==> src/rtl/pred_pht.sv <==
// pred_pht: pattern history table of 2-bit saturating counters for the IFU
// branch predictor. A sweep writes WEAK_NOT_TAKEN to every entry after reset.
// Once the sweep is done, the table serves registered one-cycle lookups and
// applies single-cycle read-modify-write updates from branch resolution.

// pred_fsm: next-state function of one 2-bit saturating counter.
module pred_fsm (
    input  logic [1:0] cur_state,
    input  logic       if_taken,
    output logic [1:0] next_state
);
    localparam logic [1:0] STRONG_NOT_TAKEN = 2'b00;
    localparam logic [1:0] STRONG_TAKEN     = 2'b11;

    // Step toward the outcome, saturating at both strong states.
    always_comb begin
        // NOTE: every always_comb output gets a default first so no path can infer a latch.
        next_state = cur_state;
        if (if_taken) begin
            if (cur_state != STRONG_TAKEN) next_state = cur_state + 2'b01;
        end else begin
            if (cur_state != STRONG_NOT_TAKEN) next_state = cur_state - 2'b01;
        end
    end
endmodule

module pred_pht #(
    parameter int INDEX_W = 6
) (
    input  logic        clk,
    input  logic        rst,
    input  logic        lookup_en,
    input  logic        lookup_stall,
    input  logic [31:0] lookup_pc,
    output logic        pred_valid,
    output logic        pred_taken,
    output logic [1:0]  pred_state,
    input  logic        upd_en,
    input  logic [31:0] upd_pc,
    input  logic        upd_taken,
    output logic        init_busy
);
    localparam int         ENTRIES        = 1 << INDEX_W;
    localparam logic [1:0] WEAK_NOT_TAKEN = 2'b01;

    localparam logic [0:0] ST_INIT = 1'b0;
    localparam logic [0:0] ST_RUN  = 1'b1;

    logic [0:0]         state_q, state_d;
    logic [INDEX_W-1:0] init_idx_q, init_idx_d;
    logic [1:0]         pht_q [ENTRIES];
    logic               pred_valid_q, pred_valid_d;
    logic [1:0]         pred_state_q, pred_state_d;

    logic [INDEX_W-1:0] lookup_idx;
    logic [INDEX_W-1:0] upd_idx;
    logic [1:0]         upd_cur;
    logic [1:0]         upd_next;
    logic               upd_hits_lookup;

    logic               wr_en;
    logic [INDEX_W-1:0] wr_idx;
    logic [1:0]         wr_data;

    // Word-aligned PCs: bits [1:0] and everything above the index alias freely.
    assign lookup_idx = lookup_pc[INDEX_W+1:2];
    assign upd_idx    = upd_pc[INDEX_W+1:2];

    logic unused_pc_bits;
    assign unused_pc_bits = ^{lookup_pc[31:INDEX_W+2], lookup_pc[1:0],
                              upd_pc[31:INDEX_W+2], upd_pc[1:0]};

    assign upd_cur         = pht_q[upd_idx];
    assign upd_hits_lookup = upd_en && (upd_idx == lookup_idx);

    pred_fsm u_pred_fsm (
        .cur_state  (upd_cur),
        .if_taken   (upd_taken),
        .next_state (upd_next)
    );

    // Sweep sequencing and selection of the single table write port.
    always_comb begin
        state_d    = state_q;
        init_idx_d = init_idx_q;
        wr_en      = 1'b0;
        wr_idx     = upd_idx;
        wr_data    = upd_next;
        if (state_q == ST_INIT) begin
            wr_en      = 1'b1;
            wr_idx     = init_idx_q;
            wr_data    = WEAK_NOT_TAKEN;
            init_idx_d = init_idx_q + INDEX_W'(1);
            if (init_idx_q == {INDEX_W{1'b1}}) state_d = ST_RUN;
        end else begin
            // Updates arriving while the sweep runs are simply dropped.
            wr_en = upd_en;
        end
    end

    // Control state: reset restarts the sweep from entry 0, even mid-sweep.
    always_ff @(posedge clk) begin
        // NOTE: sequential state uses non-blocking assignments so every flop samples pre-edge values.
        if (rst) begin
            state_q    <= ST_INIT;
            init_idx_q <= '0;
        end else begin
            state_q    <= state_d;
            init_idx_q <= init_idx_d;
        end
    end

    // Counter storage, written by the sweep or by a resolved update.
    always_ff @(posedge clk) begin
        // NOTE: the array has no reset of its own; the post-reset sweep initialises it.
        if (wr_en) pht_q[wr_idx] <= wr_data;
    end

    // Next prediction: hold while stalled, write-first forwarding on an index match.
    always_comb begin
        pred_valid_d = pred_valid_q;
        pred_state_d = pred_state_q;
        if (!lookup_stall) begin
            if ((state_q == ST_RUN) && lookup_en) begin
                pred_valid_d = 1'b1;
                pred_state_d = upd_hits_lookup ? upd_next : pht_q[lookup_idx];
            end else begin
                pred_valid_d = 1'b0;
                pred_state_d = 2'b00;
            end
        end
    end

    // Registered prediction outputs.
    always_ff @(posedge clk) begin
        if (rst) begin
            pred_valid_q <= 1'b0;
            pred_state_q <= 2'b00;
        end else begin
            pred_valid_q <= pred_valid_d;
            pred_state_q <= pred_state_d;
        end
    end

    assign pred_valid = pred_valid_q;
    assign pred_state = pred_state_q;
    assign pred_taken = pred_state_q[1];
    assign init_busy  = (state_q == ST_INIT);
endmodule

==> config.mk <==
export PLATFORM = sky130hd
export DESIGN_NAME = pred_pht
export DESIGN_NICKNAME = d
export VERILOG_FILES = /design/src/rtl/pred_pht.sv
export SDC_FILE = /design/constraint.sdc
export NUM_CORES = 1
export LEC_CHECK = 0
export BUFFER_PORTS_ARGS = -buffer_cell sky130_fd_sc_hd__buf_2
export CORE_UTILIZATION = 57
export DETAILED_ROUTE_END_ITERATION = 7
export PLACE_DENSITY = 0.85
export SYNTH_ARGS = -nofsm -noshare
export SYNTH_HDL_FRONTEND = slang
export SYNTH_HIERARCHICAL = 1
export SYNTH_SLANG_ARGS = --single-unit
==> constraint.sdc <==
create_clock -name clk -period 4.6 [get_ports clk]
set_clock_uncertainty 0.1 [all_clocks]
set_input_delay 0.69 -clock clk [delete_from_list [all_inputs] [get_ports clk]]
set_output_delay 0.69 -clock clk [all_outputs]
set_load 0.01 [all_outputs]
# Word-level counts from Yosys, hierarchy flattened
# Memory sizes are Yosys's and may differ from the RTL's.
# Index checks and enable logic that the tools add are counted.
# Widths: inputs -> output; s select.
[totals] n_memories=1 ram_bits=128 out_inout_bits=5 reg_bits=10 input_bits=70 wordCells=28
[memory_table] memory="pht_q" words=64 width=2 read_ports=2 rd_clocked_by_memory_dff=0 wr=1 line="51" rtl="logic [1:0] pht_q [ENTRIES];"
[op_classes] addsub=3 n_reduce_logical=3 bitwise=1 n_eq_ne=3 muxes=13
[op_table] cell="$mux 2" count=6
[op_table] cell="$add 6x1->6 const B" count=1
[op_table] cell="$eq 6x6->1" count=1
[op_table] cell="$eq 6x6->1 const B" count=1
[op_table] cell="$mux 1" count=6
[op_table] cell="$mux 6" count=1
[op_table] cell="$add 2x1->2 const B" count=1
[op_table] cell="$logic_and 1x1->1" count=2
[op_table] cell="$ne 2x2->1 const B" count=1
[op_table] cell="$reduce_bool 2->1" count=1
[op_table] cell="$sub 2x1->2 const B" count=1
[op_table] cell="$not 1->1" count=1

# Logic depth before layout (Yosys ltp)
# An unclocked memory read counts as a cell.
[logic_depth] word_depth=6 depth_mapped=12 mapped_depth_nobuf=10

# Hierarchy
# Netlist, hierarchy kept.
[modules_own_cells] module="pred_pht" area_each_um2=7119.3 instances=1 cells_each=498 seq_area_each_um2=4043.9
[modules_own_cells] module="pred_fsm" area_each_um2=26.3 instances=1 cells_each=3 seq_area_each_um2=0.0

# Least setup slack after synthesis
# OpenSTA, ideal clock, no wires.
[synth_timing] path_type="input to register" start="input port upd_pc[2]" end="memory pht_q[0][0] (data pin)" cell_stages=8 t_required_ps=3981 t_arrival_ps=3253 path_buffers=2 setup_ps=519 path_slack_ps=728 cell_sequence="buf_2 > buf_4 > mux4_2 > mux4_2 > nand4_1 > o211ai_1 > maj3_2 > nand2b_1"
[synth_via] elab_chain_cells=5 elab_cells_between_ends=9 cone_classes="2 x add/sub; 1 x eq/ne; 4 x mux; 1 x reduce/logical; 1 x memory"
[synth_lines] item="start, declared" line="39" rtl="input logic [31:0] upd_pc,"
[synth_lines] item="$mem_v2 64x2 *"
[synth_lines] item="net upd_cur[1]" line="57" rtl="logic [1:0] upd_cur;"
[synth_lines] item="$ne 2x2->1 or $reduce_bool 2->1 (tied branches)" line="20, 22"
[synth_lines] item="$mux 2, on equally long branches" line="20, 22"
[synth_lines] item="$mux 2 *" line="19" rtl="if (if_taken) begin"
[synth_lines] item="net upd_next[0]" line="58" rtl="logic [1:0] upd_next;"
[synth_lines] item="$mux 2 *" line="89" rtl="if (state_q == ST_INIT) begin"
[synth_lines] item="net wr_data[0]" line="63" rtl="logic [1:0] wr_data;"
[synth_lines] item="end, declared" line="51"
# Mark *: on every way through the listed nets, which the timed path passes. The rest lies on a longest branch.

# Worst setup path in the final report
[layout_timing] start="input port upd_pc[2]" end="memory pht_q[61][0] (data pin)"
# Same word-level chain as after synthesis.

==> flow_summary.yaml <==
timing:
  period_needed_ps: 3520
  maxSlewHeadroom_pct: 31.4
  setup_tns_ps: 0
  max_freq_ghz: 0.284
  layout_setup_ws_ps: 1080
  drv_slew: 0
  hold_viol: 0
  tightest_slew_ps: 1030
  post-route-period-util_pct: 76.5
  rsz0062_at_grt: "false"
  setup_viol: 0
synthesis:
  yosysUniqueCellTypes: 52
  synth_seq_cells: 138
  synth_area_sq_um: 7150
  ys_async_sr_fraction_pct: 0
  ys_seq_area_share_pct: 56.6
  avgSynthCellArea_sq_um: 14.3
  synth_flop_cell: "edfxtp_1"
  synth_cells: 501
  syn_nets: 572
  yosysWarnings: 6
  synth-edff-count: 128
cts:
  h-tree-depth: 4
  cts_made_buffers: 17
  clock-sinks: 138
  cts_resized: 0
  root_buffer: "clkbuf_16"
  clock_path_buffers: 2
  path_clk_slew_ps: 60
  cts_tree: "done"
  worstSkewPairLatency_ps: 440
  post-cts-setup-buffers: 0
  cts_hold_buf: 0
route:
  totalWireLength_um: 18000
  ant_nets: 0
  vias_per_cell: 7.03
  wire_per_inst_um: 25.9
  num_vias: 4879
  drcViolationCount: 0
  drt_iter0_markers: 806
  drt-pass1-iter-count: 6
critical_path:
  arrival_ps: 3550
  cp.required_ps: 4630
  cpMaxStageDelayCell: "mux4_2"
  critPathKind: "in -> reg"
  crit_buf_inv: 3
  crit_fanout: 40
  setup.worst_path.end_class: "flip-flop"
  path_delay_family: "multiplexers"
  worstPathCellList: "buf_2 -> buf_12 -> mux4_2 -> mux4_2 -> nand4_1 -> o211ai_1 -> maj3_2 -> nand2b_2 -> buf_4"
  cp_slowest_stage_delay_ps: 570
  start_kind: "input pin"
  cpMostUsedCell: "mux4_2"
global_route:
  grt_max_degree: 45
  grt_pass1_wl_um: 27700
  track_usage_pct: 30.2
  gr-total-overflow: 0
  grt_pass1_vias: 4695
  grt_antenna_before_repair: 2
layout:
  synthToLayoutAreaGrowth_pct: 10.5
  stdcell_count: 694
  final_common_cell: "edfxtp_1"
  nNetsFinal: 583
  final_cell_mix: "128 x edfxtp_1, 82 x nor2_1, 49 x mux4_2, 32 x nand2_1, 22 x buf_2"
  drive_above_1_share_pct: 24.2
  regArea_sq_um: 4040
  fillerInstances: 876
  multi_input_area_sq_um: 2910
power_and_ir_drop:
  leakagePower_nw: 2.57
  vdd_drop_max_mv: 0.303
  power_density_nw_per_um2: 360
placed_design:
  portBuffers: 22
  globalplace.congestion: 0.944
  dp_slack_ps: 664
  dp.cells: 661
  dp_hpwl_um: 12000
worst_hold_path:
  min_path_type: "reg -> reg"
floorplan:
  die_x_um: 114
  io_pins: 75
  core_area_sq_um: 12100
  fp.dieH_um: 114
  dieArea_sq_um: 13000
  rows: 40
  start_util_pct: 59.0
run_status:
  status: "complete, no violations"
job:
  cap_violations: 0
==> state kept, by name, summed over array words and instances, names as in the netlist <==
signal      count
pred_state      2
state_q         1
pht_q         128
init_idx_q      6
pred_valid      1
==> worst paths after layout <==
kind | depth (start not counted) | startpoint | slack (ps) | to
worst max-delay path | 9 | upd_pc[2] | 1080 | pht_q[61][0]
worst max register to register | 7 | pht_q[63][1] | 1700 | pht_q[61][0]
worst min-delay path | 2 | pred_valid | 400 | pred_valid
worst min register to register | 2 | pred_valid | 400 | pred_valid
==> area by class of cell <==
type	instances	share of cell area [%]
Antenna cell	1	0.0317
Clock inverter	10	0.856
Clock buffer	22	6.01
Inverter	6	0.285
Multi-Input combinational cell	322	36.9
Sequential cell	138	51.2
Timing Repair Buffer	27	2.03
Tap cell	168	2.66
==> cells in the mapped netlist, drive strengths merged (6+ instances only) <==
master   number  area share [%]
edfxtp      128              54
nor2         82             4.3
mux4         58              19
nand2        32             1.7
buf          20             1.6
clkbuf       15            0.81
mux2         15             2.4
nor2b        15             1.3
nand3        11            0.77
dfxtp        10             2.8
mux2i         7            0.98
o21ai         7            0.49
xnor2         7            0.86
a2111oi       6            0.82
a31oi         6            0.53
inv           6            0.32
nand3b        6            0.63
==> kinds of logic (layout without fill, tap and decap cells) <==
group                      count (synthesis)  after routing  share of synthesized area [%]
other                                      0              1                              0
and+or+nand+nor                          170            170                           10.8
adders and majority gates                  3              3                          0.490
muxes                                     80             80                           22.1
buffers and inverters                     41             65                           2.70
DFF                                      138            138                           56.6
xor gates and xnor gates                   9              9                           1.10
AOI/OAI and AO/OA                         60             60                           6.22
==> per-layer routing <==
| layer | wire length, um | track usage [%] | part of all wire, % | vias to the layer above |
|---|---|---|---|---|
| li1 | - | - | - | 2012 |
| met1 | 6770 | 41.2 | 38 | 2411 |
| met2 | 8180 | 43.3 | 45 | 394 |
| met3 | 2360 | 11.7 | 13 | 60 |
| met4 | 660 | 13.4 | 3.7 | 2 |
| met5 | 13 | 0 | 0.072 | - |
==> metrics by stage <==
| step | util, % | hold slack [ps] | power, mW | cell area (sq um) |
|---|---|---|---|---|
| floorplan | - | 381 | 1.55 | 7150 |
| global placement | 60.7 | 396 | 1.60 | 7350 |
| detailed placement | 60.7 | 393 | 1.61 | 7350 |
| CTS | 65.1 | 403 | 2.85 | 7890 |
| global route | 65.2 | 424 | 2.91 | 7890 |
| finish | 65.2 | 401 | 2.84 | 7890 |
==> where the power goes <==
part / switching (mW) / total [mW] / internal (mW)
registers: 0.00683 / 1.36 / 1.36
clock network: 0.521 / 1.25 / 0.729
logic: 0.133 / 0.225 / 0.0913
total: 0.661 / 2.84 / 2.18
==> worst reg2reg max path, delay by kind of cell, from the launching register on <==
family | cells | cell delay, ps
compound gates | 1 | 120
fa+ha+maj | 1 | 350
buf+inv | 1 | 290
flops | 1 | 400
mux | 2 | 1020
simple gates | 2 | 290
No activity file was read; power rests on OpenSTA's default activity.
